## src/rtl/pixel_unpack_pkg.sv

```systemverilog
// Shared types and helpers for the FWFT FIFO pixel unpacker.
//   unpack_state_t  : burst controller states
//   slots_per_word  : number of pixels carried by one FIFO word
package pixel_unpack_pkg;

  typedef enum logic [1:0] {
    IDLE  = 2'd0,
    FETCH = 2'd1,
    EMIT  = 2'd2
  } unpack_state_t;

  function automatic int slots_per_word(input int word_bits, input int pixel_bits);
    return word_bits / pixel_bits;
  endfunction

endpackage

```

## src/rtl/fifo_pixel_unpacker.sv

```systemverilog
// Read-side consumer for a first-word-fall-through FIFO. Pops packed words and
// replays them as PIXEL_BITS-wide pixels on a valid/ready stream, one burst of
// pix_count pixels per start. Keeps one pixel per clock across word boundaries
// when the FIFO and the sink keep up.
// Ports:
//   clk, reset       clock, asynchronous active-high reset
//   start, pix_count burst request and pixel count (sampled only while idle)
//   fifo_not_empty   FIFO head word valid
//   fifo_data        FIFO head word
//   shift_out        combinational pop of the FIFO head
//   pix_out          current pixel
//   pix_valid        pix_out valid
//   pix_ready        sink accepts pix_out
//   busy             burst in progress
//   done             one-cycle pulse at burst end
module fifo_pixel_unpacker
  import pixel_unpack_pkg::*;
#(
  parameter int WORD_BITS  = 16,
  parameter int PIXEL_BITS = 4,
  parameter bit MSB_FIRST  = 1'b1,
  parameter int CNT_BITS   = 16
) (
  input  logic                  clk,
  input  logic                  reset,
  input  logic                  start,
  input  logic [CNT_BITS-1:0]   pix_count,
  input  logic                  fifo_not_empty,
  input  logic [WORD_BITS-1:0]  fifo_data,
  output logic                  shift_out,
  output logic [PIXEL_BITS-1:0] pix_out,
  output logic                  pix_valid,
  input  logic                  pix_ready,
  output logic                  busy,
  output logic                  done
);

  localparam int SLOTS  = slots_per_word(WORD_BITS, PIXEL_BITS);
  localparam int SLOT_W = $clog2(SLOTS) + 1;
  localparam logic [SLOT_W-1:0]   SLOTS_V = SLOT_W'(SLOTS);
  localparam logic [SLOT_W-1:0]   SLOT_ONE = SLOT_W'(1);
  localparam logic [CNT_BITS-1:0] CNT_ONE = CNT_BITS'(1);

  generate
    if (WORD_BITS % PIXEL_BITS != 0) begin : g_bad_widths
      $error("fifo_pixel_unpacker: WORD_BITS must be a multiple of PIXEL_BITS");
    end
  endgenerate

  unpack_state_t          state_q, state_d;
  logic [CNT_BITS-1:0]    remaining_q, remaining_d;
  logic [SLOT_W-1:0]      slot_q, slot_d;
  logic [WORD_BITS-1:0]   shreg_q, shreg_d;
  logic                   pix_valid_q, pix_valid_d;
  logic                   busy_q, busy_d;
  logic                   done_q, done_d;
  logic                   shift_c;
  logic [WORD_BITS-1:0]   shreg_adv;

  // The pixel on offer always sits at the head of the shift register; each
  // accept moves the word one pixel toward that head.
  generate
    if (MSB_FIRST) begin : g_msb_first
      assign pix_out   = shreg_q[WORD_BITS-1 -: PIXEL_BITS];
      assign shreg_adv = shreg_q << PIXEL_BITS;
    end else begin : g_lsb_first
      assign pix_out   = shreg_q[PIXEL_BITS-1:0];
      assign shreg_adv = shreg_q >> PIXEL_BITS;
    end
  endgenerate

  always_comb begin
    state_d     = state_q;
    remaining_d = remaining_q;
    slot_d      = slot_q;
    shreg_d     = shreg_q;
    pix_valid_d = pix_valid_q;
    busy_d      = busy_q;
    done_d      = 1'b0;
    shift_c     = 1'b0;
    unique case (state_q)
      IDLE: begin
        if (start) begin
          if (pix_count != '0) begin
            remaining_d = pix_count;
            busy_d      = 1'b1;
            state_d     = FETCH;
          end else begin
            done_d = 1'b1;
          end
        end
      end
      FETCH: begin
        shift_c = fifo_not_empty;
        if (fifo_not_empty) begin
          shreg_d     = fifo_data;
          slot_d      = SLOTS_V;
          pix_valid_d = 1'b1;
          state_d     = EMIT;
        end
      end
      EMIT: begin
        if (pix_valid_q && pix_ready) begin
          remaining_d = remaining_q - CNT_ONE;
          slot_d      = slot_q - SLOT_ONE;
          shreg_d     = shreg_adv;
          if (remaining_q == CNT_ONE) begin
            // Leftover slots of the current word are simply dropped.
            pix_valid_d = 1'b0;
            busy_d      = 1'b0;
            done_d      = 1'b1;
            state_d     = IDLE;
          end else if (slot_q == SLOT_ONE) begin
            // Pop the next word on the last accept so there is no bubble.
            shift_c = fifo_not_empty;
            if (fifo_not_empty) begin
              shreg_d = fifo_data;
              slot_d  = SLOTS_V;
            end else begin
              pix_valid_d = 1'b0;
              state_d     = FETCH;
            end
          end
        end
      end
      default: state_d = IDLE;
    endcase
  end

  // The pop strobe is combinational, so it must be forced low during reset.
  assign shift_out = shift_c & ~reset;
  assign pix_valid = pix_valid_q;
  assign busy      = busy_q;
  assign done      = done_q;

  always_ff @(posedge clk or posedge reset) begin
    if (reset) begin
      state_q     <= IDLE;
      remaining_q <= '0;
      slot_q      <= '0;
      shreg_q     <= '0;
      pix_valid_q <= 1'b0;
      busy_q      <= 1'b0;
      done_q      <= 1'b0;
    end else begin
      state_q     <= state_d;
      remaining_q <= remaining_d;
      slot_q      <= slot_d;
      shreg_q     <= shreg_d;
      pix_valid_q <= pix_valid_d;
      busy_q      <= busy_d;
      done_q      <= done_d;
    end
  end

endmodule

```

## config.mk

```make
export PLATFORM = sky130hd
export DESIGN_NAME = fifo_pixel_unpacker
export DESIGN_NICKNAME = d
export VERILOG_FILES = /design/src/rtl/pixel_unpack_pkg.sv /design/src/rtl/fifo_pixel_unpacker.sv
export SDC_FILE = /design/constraint.sdc
export NUM_CORES = 1
export LEC_CHECK = 0
export CAP_MARGIN = 20
export CORE_MARGIN = 1
export CORE_UTILIZATION = 45
export DETAILED_ROUTE_END_ITERATION = 10
export DONT_BUFFER_PORTS = 1
export PLACE_DENSITY = 0.66
export SYNTH_ARGS = -nofsm -noshare
export SYNTH_HDL_FRONTEND = slang
export SYNTH_SLANG_ARGS = --single-unit
export TNS_END_PERCENT = 20
```

## constraint.sdc

```tcl
create_clock -name clk -period 6.4 [get_ports clk]
set_input_delay 1.28 -clock clk [delete_from_list [all_inputs] [get_ports clk]]
set_output_delay 1.28 -clock clk [all_outputs]
set_load 0.02 [all_outputs]
```

==> flow_summary.toml, run 1 <==
[status]
status = "finished, final reports clean"

[setup_path]
arrival_ns = 2.12
worstSetupPathType = "input pin to output port"
cp-end-kind = "output port"
cp-start-kind = "input pin"
critPathRequiredTime_ns = 5.12
crit_fanout = 5

[route]
antenna_left = 0
route.detailed.drc = 0
route.vias.total = 1875
initialDrtViolationCount = 89
wl_per_cell_um = 15.3
vias_per_cell = 5.79
wl_um = 4950
dr.pass1.iters = 4

[sta]
fmax_mhz = 294
fin_tns_setup_ns = 0
clock_skew_ns = 0.00594
period_share = 0.531
hold_violations = 0
min_period_ns = 3.40
rsz0062_at_grt = "false"
report.final.slew_viol_count = 0
worst_pin_slew_ns = 1.02
setup_viol = 0
slew-limit-headroom = 0.321

[final_layout]
fill_cells = 492
final_util = 0.493
layout_commonest_cell = "dfrtp_1"
num_antenna_cells = 0
final_cell_mix = "dfrtp_1, nor2_1, a21oi_1"
drive_above_1_share = 0.106
final_nets = 298
syn_to_final_growth_pct = 5.99

[synth]
ys_warn_count = 0
avgSynthCellArea_um2 = 9.12
async_flop_share = 1.00
yosys-top-cells-area = "dfrtp_1, a21oi_1, mux2i_1"
synth_top_flop_cell = "dfrtp_1"
synth_fa_ha_area_frac = 0.0424
synth_enable_flop_cells = 0
ys_seq_area_frac = 0.424
ys_types = 45
synth_top_family_by_area = "compound AO/OA/AOI/OAI gates"
synthMuxAreaShare = 0.0604
synth_xor_area_frac = 0
syn_nets = 304
synth-compound-area-share = 0.209
yosys.area_share.simple = 0.197
synth_top_area_share = 0.424
syn_inst = 259
ys_ff_latch = 40
synth_top_area_cell = "dfrtp_1"
synth_area_um2 = 2360

[placed_design]
gp_congestion = 0.881
hpwl_um = 3490
numPortBuffers = 0

[floorplan]
rows = 26
core_area_um2 = 5070
die_h_um = 74.5
start_util = 0.465
io_pins = 45
dieArea_um2 = 5540
die_w_um = 74.5

[pwr]
internal_power_mw = 0.737
swShare = 0.421
pwr-share-comb = 0.453
p_switching_mw = 0.536
pwr-share-clk = 0.161
peakVddDrop_mv = 0.218
p_per_area_nw_per_um2 = 508
leakagePower_nw = 1.01
seq_power_share = 0.386

[grt]
grt_pass1_vias = 1737
grt_pass1_wl_um = 8150
antenna_found_initial = 0
grtUsageTotal = 0.193
grt_overflow = 0
grt_max_degree = 45

[clock_network]
postCtsHoldBufs = 0
cts_setup_buffers = 0
cts_root_buffer = "clkbuf_8"
clock-sinks = 40
htreeDepth = 2
cts_tree = "done"
cts_buffers = 5
clockBufferDepth = 2
cts_resized = 0
path_clk_slew_ns = 0.08
clk_latency_ns = 0.29

[flow_run]
drv_cap = 0

[worst_hold_path]
hold_path.class = "register to register"
[cell type report]
class	instances	area [µm²]	share of cell area
clock buffer	5	68.8	0.0275
tap	70	87.6	0.0350
timing repair buffer	4	33.8	0.0135
multi-input combinational	186	1210	0.483
sequential	40	1000	0.400
inverter	16	60.1	0.0240
clock inverter	3	42.5	0.0170
[per-layer routing]
| metal | global-route usage | vias up | share of wire |
|---|---|---|---|
| met5 | 0 | - | 0 |
| met4 | 0.0545 | 0 | 0.011 |
| met3 | 0.0569 | 7 | 0.072 |
| met2 | 0.305 | 50 | 0.46 |
| met1 | 0.256 | 902 | 0.45 |
| li1 | - | 916 | - |
[path summary, 6_finish.rpt]
check                      cells past startpoint             end  slack, ns       start
min in group asynchronous                      2            busy       0.99       reset
min                                            2      shreg_q[9]       0.53  shreg_q[9]
max                                            4       shift_out       3.00   pix_ready
max reg2reg                                    7  remaining_q[3]       3.64  state_q[0]
max in group asynchronous                      2  remaining_q[9]       5.04       reset
min reg2reg                                    2      shreg_q[9]       0.53  shreg_q[9]
[flip-flops by register name, indices dropped and copies added, names as in the netlist]
| register | count |
|---|---|
| remaining_q | 16 |
| shreg_q | 16 |
| slot_q | 3 |
| state_q | 2 |
| done | 1 |
| pix_valid | 1 |
| busy | 1 |
[power groups by stage]
stage,Combinational (mW),Clock (mW),Sequential [mW]
2_1_floorplan,0.526,0,0.452
3_3_place_gp,0.560,0,0.492
3_5_place_dp,0.571,0,0.497
4_1_cts,0.573,0.213,0.492
5_1_grt,0.653,0.224,0.511
6_report,0.576,0.205,0.491
[worst max-delay path: stages]
cell and delay (ns):
nand3_1 0.14, inv_1 0.09, a31oi_1 0.07, nor3_1 0.53
[Yosys cell counts, types with 3 or more instances]
master     instances
mux2i_1           12
nor2b_1            4
nor3_1             5
o22ai_1            8
clkbuf_1           9
nand3_1            4
nand2_1           18
a2bb2oi_1          6
dfrtp_1           40
buf_4              5
a21oi_1           28
o21ai_0           17
a31oi_1            6
o22a_1             6
inv_1             16
nor4_1             3
nor2_1            29
ha_1               8
[metrics by stage]
step           hold slack (ns)  setup WS, ns  cell area (µm²)  power [mW]  cells
2_1_floorplan            0.473          3.08             2360       0.978    259
3_3_place_gp             0.502          3.00             2380        1.05    315
3_5_place_dp             0.525          3.00             2380        1.07    315
4_1_cts                  0.541          2.99             2490        1.28    323
5_1_grt                  0.562          2.92             2500        1.39    324
6_report                 0.532          3.00             2500        1.27    324
[logic make-up (layout without fill, tap and decap cells)]
kind of cell | count (synthesis) | count (layout)
fa+ha+maj | 8 | 8
compound gates | 79 | 79
mux | 14 | 14
buf+inv | 33 | 28
flops | 40 | 40
simple gates | 85 | 85
No activity file was read; power rests on OpenSTA's default activity.
==> run 2, diff against run 1 <==
--- a/config.mk
+++ b/config.mk
@@ -10,7 +10,7 @@
 export CORE_UTILIZATION = 45
 export DETAILED_ROUTE_END_ITERATION = 10
 export DONT_BUFFER_PORTS = 1
-export PLACE_DENSITY = 0.66
+export PLACE_DENSITY = 0.68
 export SYNTH_ARGS = -nofsm -noshare
 export SYNTH_HDL_FRONTEND = slang
 export SYNTH_SLANG_ARGS = --single-unit
==> constraint.sdc (replaced) <==
create_clock -name clk -period 2.8 [get_ports clk]
set_input_delay 0.56 -clock clk [delete_from_list [all_inputs] [get_ports clk]]
set_output_delay 0.56 -clock clk [all_outputs]
set_load 0.02 [all_outputs]
==> flow_summary.toml, run 2 (synthesis results as in run 1) <==
[pwr]
p_per_area_nw_per_um2 = 1140
leakagePower_nw = 1.02
peakVddDrop_mv = 0.612

[placed_design]
hpwl_um = 3560
place_area_um2 = 2450
numPortBuffers = 0
gp_congestion = 0.836
dp_slack_ns = 0.543

[setup_path]
critPathRequiredTime_ns = 2.24
cp-end-kind = "output port"
cp-start-kind = "register"
crit_fanout = 6
worstSetupPathType = "register to output port"
arrival_ns = 1.93

[sta]
worst_slack_ns = 0.314
clock_skew_ns = 0.00969
rsz0062_at_grt = "false"
fin_tns_setup_ns = 0
period_share = 0.888
report.final.slew_viol_count = 0
setup_viol = 0
fmax_mhz = 402
slew-limit-headroom = 0.577
worst_pin_slew_ns = 0.634
hold_violations = 0
min_period_ns = 2.49

[floorplan]
die_h_um = 74.5
die_w_um = 74.5
dieArea_um2 = 5540
start_util = 0.465
rows = 26
io_pins = 45
core_area_um2 = 5070

[route]
dr.pass1.iters = 4
wl_per_cell_um = 15.1
initialDrtViolationCount = 85
antenna_left = 0
route.vias.total = 1848
vias_per_cell = 5.67
wl_um = 4920
route.detailed.drc = 0

[final_layout]
largest_registers = "remaining_q: 16 flops, shreg_q: 16 flops, slot_q: 3 flops"
drive_above_1_share = 0.113
num_antenna_cells = 0
layout_commonest_cell = "dfrtp_1"
design_area_um2 = 2530
final_nets = 301
final_cell_mix = "dfrtp_1, nor2_1, a21oi_1"
final_util = 0.499
syn_to_final_growth_pct = 7.10

[grt]
antenna_found_initial = 0
grtUsageTotal = 0.195
grt_pass1_wl_um = 8220
grt_max_degree = 39
grt_pass1_vias = 1804
grt_overflow = 0

[clock_network]
cts_buffers = 5
cts_resized = 0
clockBufferDepth = 2
cts_tree = "done"
htreeDepth = 2
cts_setup_buffers = 0
path_clk_slew_ns = 0.08
clock-sinks = 40
clk_latency_ns = 0.29
postCtsHoldBufs = 0
cts_root_buffer = "clkbuf_8"

[status]
status = "finished, final reports clean"

[worst_hold_path]
hold_path.class = "input pin to async pin"

[flow_run]
drv_cap = 0
[run 2: cell count changes in the layout (fill, tap and decap cells not counted)]
cell       previous run  this run
buf_12                0         3
buf_4                 3         4
buf_6                 1         0
bufinv_16             1         0
[run 2: worst paths after layout]
path | start | endpoint | slack [ns] | depth (start not counted)
max | remaining_q[1] | shift_out | 0.31 | 7
min | reset | remaining_q[13] | 0.24 | 1
max reg2reg | remaining_q[1] | state_q[0] | 0.54 | 7
min reg2reg | remaining_q[1] | remaining_q[1] | 0.53 | 2
max in group asynchronous | reset | shreg_q[11] | 2.01 | 2
min in group clk | start | done | 0.41 | 2
[run 2: final cells by class]
cell class / count / area (µm²)
Clock inverter: 2 / 12.5
Clock buffer: 5 / 68.8
Sequential cell: 40 / 1000
Inverter: 16 / 60.1
Timing Repair Buffer: 7 / 90.1
Tap cell: 70 / 87.6
Fill cell: 515 / 2540
Multi-Input combinational cell: 186 / 1210
[run 2: layer usage]
layer / wire, µm / global-route usage / part of all wire
met5: 0 / 0 / 0
met4: 42 / 0.0629 / 0.0085
met3: 389 / 0.0528 / 0.079
met2: 2320 / 0.322 / 0.47
met1: 2160 / 0.247 / 0.44
[run 2: power by group]
part / leakage [nW] / switching (mW) / internal, mW
sequential: 0.458 / 0.282 / 0.846
combinational: 0.523 / 0.749 / 0.645
clock: 0.0400 / 0.196 / 0.169
total: 1.02 / 1.23 / 1.66
[run 2: worst max-delay path, cell delays in order, from the launching register on]
cell and delay (ns):
dfrtp_1 0.40, inv_1 0.09, ha_1 0.13, nor4b_1 0.29
nand4_2 0.26, a31oi_1 0.24, nor3_1 0.07, buf_4 0.15
[run 2: through the flow]
step | std cells | hold slack [ns] | power, mW
after global placement | 319 | 0.495 | 2.48
final | 326 | 0.238 | 2.89
after floorplan | 259 | 0.473 | 2.24
after detailed placement | 319 | 0.509 | 2.53
after CTS | 326 | 0.262 | 2.91
after global routing | 326 | 0.287 | 3.16
